`src/rtl/acc_cpu_pkg.sv`:
```
// Shared types for the accumulator CPU: opcode encoding, FSM states, opcode width.
// The optional CALL/RET link register is enabled by defining ACC_CPU_CALL_EN.
package acc_cpu_pkg;

   localparam int OP_W = 4;

   typedef enum logic [OP_W-1:0] {
      OP_NOP  = 4'h0,
      OP_NOT  = 4'h1,
      OP_LDI  = 4'h2,
      OP_ADD  = 4'h3,
      OP_SUB  = 4'h4,
      OP_XOR  = 4'h5,
      OP_AND  = 4'h6,
      OP_JMP  = 4'h7,
      OP_JZ   = 4'h8,
      OP_JC   = 4'h9,
      OP_CALL = 4'hA,
      OP_RET  = 4'hB,
      OP_HALT = 4'hF
   } opcode_e;

   typedef enum logic {
      RUN  = 1'b0,
      HALT = 1'b1
   } state_e;

endpackage

```
`src/rtl/acc_cpu_alu.sv`:
```
// Combinational accumulator ALU: computes the next accumulator and carry for one opcode.
// Jump, CALL/RET, HALT and unassigned opcodes leave the accumulator and carry untouched.
module acc_cpu_alu
   import acc_cpu_pkg::*;
#(
   parameter int DATA_W = 4
) (
   input  opcode_e           op,
   input  logic [DATA_W-1:0] acc,
   input  logic [DATA_W-1:0] imm,
   output logic [DATA_W-1:0] acc_next,
   output logic              carry_next,
   output logic              carry_we
);

   // Bit DATA_W of the widened result is the carry (ADD) or borrow (SUB).
   logic [DATA_W:0] sum;
   logic [DATA_W:0] diff;

   assign sum  = {1'b0, acc} + {1'b0, imm};
   assign diff = {1'b0, acc} - {1'b0, imm};

   always_comb begin
      acc_next   = acc;
      carry_next = 1'b0;
      carry_we   = 1'b0;
      case (op)
         OP_NOT: acc_next = ~acc;
         OP_LDI: acc_next = imm;
         OP_ADD: begin
            acc_next   = sum[DATA_W-1:0];
            carry_next = sum[DATA_W];
            carry_we   = 1'b1;
         end
         OP_SUB: begin
            acc_next   = diff[DATA_W-1:0];
            carry_next = diff[DATA_W];
            carry_we   = 1'b1;
         end
         OP_XOR:  acc_next = acc ^ imm;
         OP_AND:  acc_next = acc & imm;
         default: ;
      endcase
   end

endmodule

```
`src/rtl/acc_cpu.sv`:
```
// Accumulator CPU top: fetch/ip sequencing, RUN/HALT FSM and architectural registers.
// Define ACC_CPU_CALL_EN to add a one-entry link register for CALL/RET.
module acc_cpu
   import acc_cpu_pkg::*;
#(
   parameter  int DATA_W  = 4,
   parameter  int ADDR_W  = 4,
   localparam int INSTR_W = OP_W + DATA_W
) (
   input  logic               CLK,
   input  logic               RST_N,
   input  logic [INSTR_W-1:0] instr,
   input  logic               instr_valid,
   output logic [ADDR_W-1:0]  addr,
   output logic [DATA_W-1:0]  led,
   output logic               carry,
   output logic               halted
);

   // instr_valid is a valid-only handshake with no ready: the ROM word is consumed on
   // every rising edge where instr_valid=1 and the core is in RUN; otherwise it is ignored.
   state_e            state, state_next;
   opcode_e           op;
   logic [DATA_W-1:0] acc, imm, alu_acc;
   logic [ADDR_W-1:0] ip, ip_next, ip_inc, tgt;
   logic              alu_carry, alu_carry_we, exec;

   assign op     = opcode_e'(instr[INSTR_W-1 -: OP_W]);
   assign imm    = instr[DATA_W-1:0];
   assign tgt    = imm[ADDR_W-1:0];
   assign ip_inc = ip + ADDR_W'(1);
   assign exec   = (state == RUN) && instr_valid;

   acc_cpu_alu #(.DATA_W(DATA_W)) u_alu (
      .op         (op),
      .acc        (acc),
      .imm        (imm),
      .acc_next   (alu_acc),
      .carry_next (alu_carry),
      .carry_we   (alu_carry_we)
   );

`ifdef ACC_CPU_CALL_EN
   logic [ADDR_W-1:0] link;

   // Single entry: a nested CALL simply overwrites the return address.
   always_ff @(posedge CLK or negedge RST_N) begin
      if (!RST_N)                     link <= '0;
      else if (exec && op == OP_CALL) link <= ip_inc;
   end
`endif

   // Branch conditions look at the accumulator/carry before this instruction retires.
   always_comb begin
      ip_next = ip_inc;
      case (op)
         OP_JMP: ip_next = tgt;
         OP_JZ:  if (acc == '0) ip_next = tgt;
         OP_JC:  if (carry) ip_next = tgt;
`ifdef ACC_CPU_CALL_EN
         OP_CALL: ip_next = tgt;
         OP_RET:  ip_next = link;
`endif
         OP_HALT: ip_next = ip;
         default: ;
      endcase
   end

   always_comb begin
      state_next = state;
      if (exec && op == OP_HALT) state_next = HALT;
   end

   always_ff @(posedge CLK or negedge RST_N) begin
      if (!RST_N) state <= RUN;
      else        state <= state_next;
   end

   always_ff @(posedge CLK or negedge RST_N) begin
      if (!RST_N) begin
         ip    <= '0;
         acc   <= '0;
         carry <= 1'b0;
      end else if (exec) begin
         ip  <= ip_next;
         acc <= alu_acc;
         if (alu_carry_we) carry <= alu_carry;
      end
   end

   // halted is the externally visible view of the FSM state register.
   assign addr   = ip;
   assign led    = acc;
   assign halted = (state == HALT);

endmodule

```
`config.mk`:
```
export PLATFORM = sky130hd
export DESIGN_NAME = acc_cpu
export DESIGN_NICKNAME = d
export VERILOG_FILES = /design/src/rtl/acc_cpu_pkg.sv /design/src/rtl/acc_cpu_alu.sv /design/src/rtl/acc_cpu.sv
export SDC_FILE = /design/constraint.sdc
export NUM_CORES = 1
export LEC_CHECK = 0
export BUFFER_PORTS_ARGS = -buffer_cell sky130_fd_sc_hd__buf_2
export CELL_PAD_IN_SITES_DETAIL_PLACEMENT = 0
export CELL_PAD_IN_SITES_GLOBAL_PLACEMENT = 1
export CORE_MARGIN = 1.5
export CORE_UTILIZATION = 42
export CTS_BUF_LIST = sky130_fd_sc_hd__clkbuf_8
export DETAILED_ROUTE_END_ITERATION = 8
export PLACE_DENSITY_LB_ADDON = 0.15
export SYNTH_ARGS = -nofsm -noshare
export SYNTH_HDL_FRONTEND = slang
export SYNTH_SLANG_ARGS = --single-unit
```
`constraint.sdc`:
```
create_clock -name CLK -period 2.3 [get_ports CLK]
set_input_delay 0.115 -clock CLK [delete_from_list [all_inputs] [get_ports CLK]]
set_output_delay 0.115 -clock CLK [all_outputs]
set_load 0.05 [all_outputs]
```
---- Word level (Yosys, flattened, before mapping) ----
Cells that the tools add are included.
operators by class
  eq/ne operators ......................... 10
  muxes and demuxes ....................... 6
  add/subtract/negate cells ............... 3
  reductions and logical operators ........ 8
  bitwise gates (word level) .............. 5
operator list
  kind                   number
  $pmux W4 S6            1
  $eq A4 B3 Y1 const B   4
  $pmux W4 S4            1
  $eq A4 B4 Y1 const B   3
  $eq A4 B2 Y1 const B   2
  $mux W4                2
  $reduce_and A2 Y1      3
  $reduce_bool A6 Y1     1
  $add A4 B4 Y5          1
  $sub A4 B4 Y5          1
  $add A4 B1 Y4 const B  1
  $and A4 B4 Y4          1
  $eq A4 B1 Y1 const B   1
  $logic_not A4 Y1       1
  $not A4 Y4             1
  $xor A4 B4 Y4          1
  $logic_and A1 B1 Y1    2
  $not A1 Y1             2
  $pmux W1 S2            1
  $reduce_or A2 Y1       1
  $mux W1                1
word-level totals
  word-level logic and storage cells ...... 36
  output and inout bits ................... 10
  flip-flop bits (word level) ............. 10
  bits of input ports ..................... 11

---- Logic depth before layout (Yosys ltp) ----
  word-level depth ........................ 4
  gate-level depth with buffers ........... 9
  depth with buffers taken out ............ 9

---- Hierarchy ----
A second synthesis with hierarchy kept.
unflattened totals
  cells, all modules ...................... 140
  area, all modules ....................... 1,147.4 µm²
modules (own cells, without submodules)
  module       cells each  seq. area each (µm²)  instances  area an instance (µm²)
  acc_cpu_alu  81          0.0                   1          589.3
  acc_cpu      59          250.2                 1          558.0

---- Worst setup path before layout ----
OpenSTA, ideal clock, no wires.
  path kind ............................... reg2reg
  start point ............................. register acc[0], in the netlist led[0]
  end point ............................... register acc[2], in the netlist led[2]
  path buffers ............................ 0
  arrival ................................. 1.980 ns
  setup slack ............................. 0.196 ns
  data required time ...................... 2.176 ns
  setup time .............................. 0.124 ns
  period minus slack after synthesis ...... 2.104 ns
  cell stages (with the launch flop) ...... 7
  path through ............................ dfrtp_1 ha_1 fa_1 and3_1 a211oi_1 nor3_1 o31a_1
on the way
  word-level cells in the longest chain between the ends .. 2
  elaborated cells on any way between the ends .. 3
  classes of those cells .................. 2 x add/sub; 1 x mux
ends and longest elaborated chain
  what                                                   line                                  RTL
  start, declared                                        acc_cpu.sv:24                         logic [DATA_W-1:0] acc, imm, alu_acc;
  start signal, assigned                                 acc_cpu.sv:86                         acc <= alu_acc;
  $sub A4 B4 Y5 / $add A4 B4 Y5 (equally long branches)  acc_cpu_alu.sv:21, acc_cpu_alu.sv:20
  $pmux W4 S6 (*)                                        acc_cpu_alu.sv:27                     case (op)
Mark *: on every way between the ends. The rest lies on a longest branch, timed or not.
A chain may end at the register's enable or synchronous reset.

---- Worst setup path after layout ----
Ends and elaborated chain as after synthesis.

==> impl_metrics.yaml <==
outcome:
  status: "completed"
sta:
  worst_slew_pin_slew_ns: 0.423
  grt_setup_unrepaired: "false"
  hold_slack_ns: 0.194
  slew_headroom: 0.717
  setup-tns-final_ns: 0
  setup_viol: 0
  slew_viol_final: 0
  post-route-period-util: 0.867
  finalClockSkew_ns: 0.00372
  hold_violations: 0
  setup_ws_ns: 0.306
  fmax_mhz: 502
  post-route-min-period_ns: 1.99
die:
  die_y_um: 55.2
  start_util: 0.454
  placementRows: 18
  dieArea_um2: 3050
  die_w_um: 55.2
  coreArea_um2: 2520
  io_pins: 21
clock_network:
  cts_tree: "built"
  cts_num_sinks: 10
  numCtsBuffers: 3
  htreeDepth: 1
  cts_setup_buffers: 0
  path_clk_slew_ns: 0.05
  insertion_delay_ns: 0.23
  clockBufferDepth: 2
  cts_root_buffer: "clkbuf_8"
  cts.repair.resized: 0
detailed_routing:
  drt_iter0_markers: 14
  drc: 0
  routedWlPerCell_um: 15.0
  via_per_inst: 5.74
  num_vias: 1080
  wl_um: 2810
  drtAntennaViolNets: 0
  dr.pass1.iters: 4
synth:
  synth.ff_latch_count: 10
  ys_seq_area_frac: 0.218
  syn_inst: 140
  async_reset_ff_frac: 1.00
  yosysWarnings: 0
  synthesis.area_um2: 1150
  synthesis.nets: 162
  yosys.cell_count.top_type: "inv_1"
  synth_commonest_cells: "inv_1 (13), o21ai_0 (11), dfrtp_1 (10), nor2_1 (10), ha_1 (9)"
  synth.top_cell.area_share: 0.218
  syn_avg_cell_area_um2: 8.19
  ys.flop_type: "dfrtp_1"
  synth_area_leader_cell: "dfrtp_1"
  synthTopCellsByArea: "dfrtp_1 (22%), ha_1 (9.8%), o21ai_0 (4.8%)"
  synth.distinct_cells: 44
  synth-edff-count: 0
global_route:
  grt_pass1_wl_um: 4790
  grt_max_degree: 24
  overflow: 0
  grt_util_all_layers: 0.193
  grt_pass1_vias: 977
  antenna_found_initial: 0
flow_run:
  maxCapViolations: 0
placement:
  placed_cell_area_um2: 1250
  place_ws_ns: 0.338
  dp_hpwl_um: 2170
  dp.cells: 184
  place_congestion: 0.799
  io_buffers: 20
finish:
  area_growth_pct: 13.2
  stdcell_count: 188
  drive_gt1_frac: 0.203
  final_core_util: 0.514
  final_nets: 182
  diodes: 0
  final_cell_area_um2: 1300
hold_path:
  holdPathStages: 2
  min_path_type: "primary input to flop"
power_and_ir_drop:
  p_sw_mw: 0.764
  p_per_area_nw_per_um2: 1100
  pwr-share-clk: 0.127
  internal_power_mw: 0.665
  max-vdd-ir-drop_uv: 809
  pwr-share-comb: 0.614
  totalPowerFinal_mw: 1.43
  p_seq_frac: 0.259
  p_leak_nw: 0.572
  switching_share: 0.534
setup_path:
  worstPathMaxFanout: 7
  cp_cell_sequence: "ha_1 -> fa_1 -> and3_1 -> a211oi_1 -> nor3_1 -> o31a_1"
  critPathArrivalTime_ns: 2.11
  r2r_cells: 6
  slowest_stage: "dfrtp_1"
  cp.required_ns: 2.42
  crit_type: "flop to flop"
  slowest_delay_ns: 0.44
  critPathLaunchType: "flop"
  end_kind: "flop"
[placed cells by master (no fill, tap or decap), types with 2 or more instances in the layout]
cell / synthesis / routed
nor2_1: 10 / 10
nand2_1: 6 / 6
and3_1: 3 / 3
o21bai_1: 2 / 2
o21ai_1: 3 / 3
nand2b_1: 4 / 4
nand3_1: 3 / 3
clkbuf_8: 0 / 3
a21oi_1: 8 / 8
inv_1: 13 / 13
a31oi_2: 2 / 2
a2bb2oi_1: 3 / 3
a211oi_1: 2 / 2
mux2i_1: 4 / 4
nor2b_1: 6 / 6
dfrtp_1: 10 / 10
o211ai_1: 2 / 2
nor3_1: 4 / 4
fa_1: 2 / 2
o21ai_0: 11 / 11
o31a_1: 2 / 2
buf_2: 3 / 20
ha_1: 9 / 9
a22oi_1: 5 / 5
nor3b_2: 3 / 3
[what timing repair did]
action | 4_1_cts | 5_1_grt
hold buffers | 1 | 0
setup endpoints to repair | 0 | 0
hold endpoints to repair | 10 | 0
[per-layer routing]
layer  vias to the layer above  global-route usage  share of wire
met2                        18               0.313           0.49
met1                       509               0.268           0.47
met5                         -                   0              0
li1                        551                   -              -
met3                         2              0.0281          0.031
met4                         0              0.0523         0.0036
[state kept, by name, indices dropped and copies added, names as in the netlist]
name / cells
led: 4
carry: 1
halted: 1
addr: 4
[final timing paths]
| path | slack (ns) | from | endpoint |
|---|---|---|---|
| worst max-delay path | 0.31 | led[0]$_DFFE_PN0P_ | led[2]$_DFFE_PN0P_ |
| worst min-delay path | 0.19 | instr_valid | halted$_DFFE_PN0P_ |
| worst max register to register | 0.31 | led[0]$_DFFE_PN0P_ | led[2]$_DFFE_PN0P_ |
| min in group asynchronous | 0.27 | RST_N | addr[2]$_DFFE_PN0P_ |
| max in group asynchronous | 1.82 | RST_N | led[2]$_DFFE_PN0P_ |
| worst min register to register | 0.55 | addr[3]$_DFFE_PN0P_ | addr[3]$_DFFE_PN0P_ |
[logic make-up (layout without fill, tap and decap cells)]
kind of cell	after synthesis	count (layout)	synth area share
xor gates and xnor gates	1	1	0.00764
adders and majority gates	11	11	0.133
DFF	10	10	0.218
muxes	4	4	0.0349
buffers and inverters	19	37	0.0753
AOI/OAI and AO/OA	50	50	0.307
and+or+nand+nor	45	45	0.224
[critical path: cells and delay by family (launching register included)]
| kind | cells | cell delay (ns) |
|---|---|---|
| flip-flops | 1 | 0.44 |
| AND/OR/NAND/NOR | 2 | 0.25 |
| adder cells (fa/ha/maj) | 2 | 0.68 |
| AO/OA/AOI/OAI | 2 | 0.51 |
[area by class of cell]
cell class	instances	area, um^2
well taps	30	37.5
flip-flops and latches	10	250
fillers	251	1220
clock buffers	3	41.3
multi-input cells	111	810
repair buffers	21	110
inverters	13	48.8
[power by group through the flow]
stage                     Sequential [mW]  Clock (mW)  Combinational [mW]
final                               0.370       0.182               0.877
after global routing                0.386       0.196               0.956
after CTS                           0.369       0.187               0.881
after detailed placement            0.371           0               0.874
after global placement              0.362           0               0.871
after floorplan                     0.630           0               0.413
No activity file was read; power rests on OpenSTA's default activity.
